$ cat src/rtl/conv5_window_gen_if.sv
// Pixel-in / window-out bundle for the 5x5 window generator.
// pix_valid qualifies pix_in; there is no ready, so a pixel is taken on every
// cycle that pix_valid is high. win_valid is a one-cycle strobe with no ready:
// the sink takes win_flat (and frame_done) on that cycle or loses it.
interface conv5_window_gen_if #(
    parameter int DATA_W = 8
);
    logic [DATA_W-1:0]    pix_in;
    logic                 pix_valid;
    logic [25*DATA_W-1:0] win_flat;
    logic                 win_valid;
    logic                 frame_done;

    modport master (
        output pix_in,
        output pix_valid,
        input  win_flat,
        input  win_valid,
        input  frame_done
    );

    modport slave (
        input  pix_in,
        input  pix_valid,
        output win_flat,
        output win_valid,
        output frame_done
    );
endinterface

$ cat src/rtl/conv5_window_gen.sv
// Raster pixel stream -> 5x5 neighbourhood windows, using four row-deep line
// buffers and a 5x5 shift register; one window per qualifying pixel.
module conv5_window_gen #(
    parameter int DATA_W = 8,
    parameter int IMG_W  = 28,
    parameter int IMG_H  = 28
) (
    input  logic                clk,
    input  logic                rst_n,
    conv5_window_gen_if.slave   bus
);
    localparam int CW = (IMG_W > 1) ? $clog2(IMG_W) : 1;
    localparam int RW = (IMG_H > 1) ? $clog2(IMG_H) : 1;

    localparam logic [CW-1:0] COL_LAST = CW'(IMG_W - 1);
    localparam logic [RW-1:0] ROW_LAST = RW'(IMG_H - 1);
    localparam logic [CW-1:0] COL_MIN  = CW'(4);
    localparam logic [RW-1:0] ROW_MIN  = RW'(4);

    logic [CW-1:0] col;
    logic [RW-1:0] row;

    logic [DATA_W-1:0] lb0 [IMG_W];
    logic [DATA_W-1:0] lb1 [IMG_W];
    logic [DATA_W-1:0] lb2 [IMG_W];
    logic [DATA_W-1:0] lb3 [IMG_W];

    logic [DATA_W-1:0]    win [25];
    logic [25*DATA_W-1:0] win_flat_r;
    logic                 win_valid_r;
    logic                 frame_done_r;

    // Line buffers are plain RAM: never reset, only read back after rewrite.
    always_ff @(posedge clk) begin
        if (bus.pix_valid) begin
            lb0[col] <= bus.pix_in;
            lb1[col] <= lb0[col];
            lb2[col] <= lb1[col];
            lb3[col] <= lb2[col];
        end
    end

    always_ff @(posedge clk or negedge rst_n) begin
        if (!rst_n) begin
            col          <= '0;
            row          <= '0;
            win_valid_r  <= 1'b0;
            frame_done_r <= 1'b0;
            for (int k = 0; k < 25; k++) begin
                win[k] <= '0;
            end
        end else begin
            win_valid_r  <= bus.pix_valid && (row >= ROW_MIN) && (col >= COL_MIN);
            frame_done_r <= bus.pix_valid && (row == ROW_LAST) && (col == COL_LAST);
            if (bus.pix_valid) begin
                if (col == COL_LAST) begin
                    col <= '0;
                    row <= (row == ROW_LAST) ? '0 : row + RW'(1);
                end else begin
                    col <= col + CW'(1);
                end
                for (int r = 0; r < 5; r++) begin
                    for (int c = 0; c < 4; c++) begin
                        win[r*5+c] <= win[r*5+c+1];
                    end
                end
                // Rightmost column, oldest row at the top.
                win[4]  <= lb3[col];
                win[9]  <= lb2[col];
                win[14] <= lb1[col];
                win[19] <= lb0[col];
                win[24] <= bus.pix_in;
            end
        end
    end

    always_comb begin
        win_flat_r = '0;
        for (int k = 0; k < 25; k++) begin
            win_flat_r[k*DATA_W +: DATA_W] = win[k];
        end
    end

    assign bus.win_flat   = win_flat_r;
    assign bus.win_valid  = win_valid_r;
    assign bus.frame_done = frame_done_r;
endmodule

$ cat src/flat_wrapper.sv
// flat-port wrapper written by rule: the top's interface ports become plain ports
module conv5_window_gen_flat 
#(
    parameter int DATA_W = 8,
    parameter int IMG_W  = 28,
    parameter int IMG_H  = 28
)
  (clk, rst_n, bus_pix_in, bus_pix_valid, bus_win_flat, bus_win_valid, bus_frame_done);
  conv5_window_gen_if #(.DATA_W(DATA_W)) bus_i ();
  input  logic clk;
  input  logic rst_n;
  input wire logic [$bits(bus_i.pix_in)-1:0] bus_pix_in;
  input wire logic [$bits(bus_i.pix_valid)-1:0] bus_pix_valid;
  output wire logic [$bits(bus_i.win_flat)-1:0] bus_win_flat;
  output wire logic [$bits(bus_i.win_valid)-1:0] bus_win_valid;
  output wire logic [$bits(bus_i.frame_done)-1:0] bus_frame_done;
  assign bus_i.pix_in = bus_pix_in;
  assign bus_i.pix_valid = bus_pix_valid;
  assign bus_win_flat = bus_i.win_flat;
  assign bus_win_valid = bus_i.win_valid;
  assign bus_frame_done = bus_i.frame_done;
  conv5_window_gen #(.DATA_W(DATA_W), .IMG_W(IMG_W), .IMG_H(IMG_H)) u_core (.clk(clk), .rst_n(rst_n), .bus(bus_i));
endmodule
$ cat config.mk
export PLATFORM = sky130hd
export DESIGN_NAME = conv5_window_gen_flat
export DESIGN_NICKNAME = d
export VERILOG_FILES = /design/src/rtl/conv5_window_gen_if.sv /design/src/rtl/conv5_window_gen.sv /design/src/flat_wrapper.sv
export SDC_FILE = /design/constraint.sdc
export NUM_CORES = 1
export LEC_CHECK = 0
export ABC_AREA = 1
export BUFFER_PORTS_ARGS = -buffer_cell sky130_fd_sc_hd__buf_2
export CORE_MARGIN = 2
export CORE_UTILIZATION = 38
export CTS_CLUSTER_DIAMETER = 150
export CTS_CLUSTER_SIZE = 16
export DETAILED_ROUTE_END_ITERATION = 8
export GPL_TIMING_DRIVEN = 0
export SYNTH_ARGS = -nofsm -noshare
export SYNTH_HDL_FRONTEND = slang
export SYNTH_SLANG_ARGS = --single-unit
$ cat constraint.sdc
create_clock -name clk -period 7.75 [get_ports clk]
set_clock_uncertainty 0.2 [all_clocks]
set_input_delay 0.775 -clock clk [delete_from_list [all_inputs] [get_ports clk]]
set_output_delay 0.775 -clock clk [all_outputs]
set_load 0.03 [all_outputs]
==> metrics.yaml <==
status:
  outcome: "finished clean"
sta:
  finalSetupTns_ns: 0
  final-max-slew-violation-count: 0
  rsz0062_at_grt: "false"
  worst_slew_margin_rel: 0.06861
  finalSetupViolations: 0
  period_minus_slack_ns: 4.045
  finalCritPeriodShare: 0.5220
  hold_viol: 0
  fmax_mhz: 247.2
  worstMarginPinSlew_ns: 1.393
die:
  core_um2: 117800
  die_y_um: 348.0
  fp.dieW_um: 348.0
  fp-row-count: 126
  ios: 213
  dieArea_um2: 121100
  start_util: 0.3818
cells_and_area:
  layout.nets: 4612
  final_cell_mix: "1,837 x nand2_1, 896 x edfxtp_1, 427 x nor2_1"
  drive_gt1_frac: 0.1045
  syn2layout_area_growth_pct: 13.74
  finalNonFillerCells: 6177
  layout_commonest_cell: "nand2_1"
  antenna_cells: 0
global_route:
  overflow: 0
  grt_max_degree: 119
  grt_pass1_wl_um: 200700
  antenna_found_initial: 4
  grtUsageTotal: 0.2256
  grt_pass1_vias: 29845
detailed_routing:
  vias: 31536
  dr.pass1.iters: 6
  drc: 0
  antenna_left: 0
  via_per_inst: 5.105
  routed_wl_um: 137900
  initialDrtViolationCount: 3469
  avgRoutedWirePerCell_um: 22.32
worst_setup_path:
  r2r_end: "u_core.lb0[21][4]"
  r2r_cells: 8
  cp_max_fo: 17
  r2r_setup_slack_ns: 3.70
  arrival_ns: 4.19
  worst_setup_path_end_kind: "register"
  r2r_start: "u_core.col[1]"
  worstPathRequired_ns: 7.90
  start_kind: "register"
  crit_type: "register to register"
yosys:
  synth_cell_types: 24
  syn_area_per_cell_um2: 10.54
  syn_nets: 4284
  yosysSeqAreaShare: 0.7163
  ys_seq_elements: 1108
  yosys_warnings: 0
  synth_area_um2: 44970
  synthCells: 4267
worst_hold_path:
  hp-class: "register to register"
  holdPathEnd: "u_core.bus.win_flat[46]"
  holdPathStages: 2
  min-delay-start: "u_core.bus.win_flat[46]"
cts:
  cts_tree: "done"
  clk_latency_ns: 0.67
  cts.htree.levels: 3
  clk_pin_slew_ns: 0.08
  numClockSinks: 1108
  cts_setup_buffers: 0
  root_buffer: "clkbuf_16"
  hold_buffers: 1
  cts_resized: 0
  clockBufferDepth: 3
  cts_buffers: 79
power:
  peakVddDrop_v: 0.0003273
  power_density_nw_per_um2: 383.9
  p_leak_nw: 21.52
run:
  maxCapViolations: 0
placed_design:
  globalplace.congestion: 0.8779
  place_hpwl_um: 90980
  port_buffers: 212
  placedCellCount: 6047
==> cells in the mapped netlist, drive strengths merged <==
cell | instances | area share
nand2 | 1844 | 0.15
nand3 | 113 | 0.013
nor3b | 2 | 0.00033
ha | 6 | 0.0017
o21ai | 262 | 0.029
nor2 | 457 | 0.038
dfrtp | 212 | 0.12
edfxtp | 896 | 0.60
clkbuf | 80 | 0.0067
xor2 | 2 | 0.00039
nor3 | 2 | 0.00022
buf | 134 | 0.018
nand4 | 2 | 0.00028
a21oi | 33 | 0.0037
a311oi | 1 | 0.00019
clkinv | 1 | 0.000083
inv | 220 | 0.018
==> where the power goes <==
group          switching [W]  internal, W  total [W]
Sequential          0.000364      0.00848    0.00884
Combinational        0.00541      0.00140    0.00681
Clock                0.00206      0.00193    0.00398
Total                0.00783       0.0118     0.0196
==> layout make-up <==
type | count | area [µm²]
timing repair buffer | 247 | 1804
fill | 11009 | 66620
clock buffer | 122 | 2160
clock inverter | 5 | 58.81
inverter | 221 | 829.5
buffer | 214 | 1097
multi-input combinational | 2724 | 11060
sequential | 1108 | 32210
tap | 1536 | 1922
==> critical path, stage by stage, from the launching register on <==
cell and delay, ns:
dfrtp_1 0.43, buf_2 0.20, inv_2 0.07, buf_2 0.28, clkbuf_1 0.65, ha_1 0.30
nand2_1 0.41, nor2_4 0.88, buf_12 0.27
==> cells by family (layout without fill, tap and decap cells) <==
kind of cell    after synthesis  in the layout  synth area share
flops                      1108           1108            0.7163
fa+ha+maj                     6              6          0.001669
buf+inv                     435            809           0.04285
compound gates              296            296           0.03303
simple gates               2420           2420            0.2057
xor+xnor                      2              2         0.0003896
==> state kept, by name (all words and copies together) (netlist names) <==
name,flops
u_core.lb0,224
u_core.lb2,224
u_core.col,5
u_core.row,5
u_core.bus.frame_done,1
u_core.bus.win_valid,1
u_core.lb3,224
u_core.bus.win_flat,200
u_core.lb1,224
==> how the worst max path moves through the flow <==
stage / from / to / slack (ns) / cells past startpoint
global route: u_core.col[1] / u_core.lb0[20][1] / 3.64 / 8
CTS: u_core.col[1] / u_core.lb1[10][2] / 3.69 / 8
finish: u_core.col[1] / u_core.lb0[21][4] / 3.70 / 8
global placement: bus_pix_valid / u_core.lb1[0][1] / 1.34 / 5
detailed placement: bus_pix_valid / u_core.lb1[22][1] / 3.58 / 6
floorplan: bus_pix_valid / u_core.lb0[6][0] / 4.22 / 4
==> metrics by stage <==
step	power (W)	hold WS [ns]	instance area, µm²	worst slack (ns)	util
4_1_cts	0.01956	0.2707	51080	3.695	0.4337
3_3_place_gp	0.01541	0.2494	47950	1.341	0.4072
3_5_place_dp	0.01567	0.2530	48850	3.582	0.4148
2_1_floorplan	0.01238	0.2794	44970	4.225	-
6_report	0.01964	0.2693	51140	3.705	0.4343
5_1_grt	0.02042	0.2889	51140	3.635	0.4343
==> layer usage <==
layer | vias to the layer above | part of all wire | global-route usage
met3 | 262 | 0.093 | 0.04375
met5 | - | 0 | 0
met1 | 15320 | 0.41 | 0.3067
met4 | 0 | 0.036 | 0.08031
met2 | 1452 | 0.46 | 0.3616
li1 | 14502 | - | -
(Power assumes the default switching activity.)
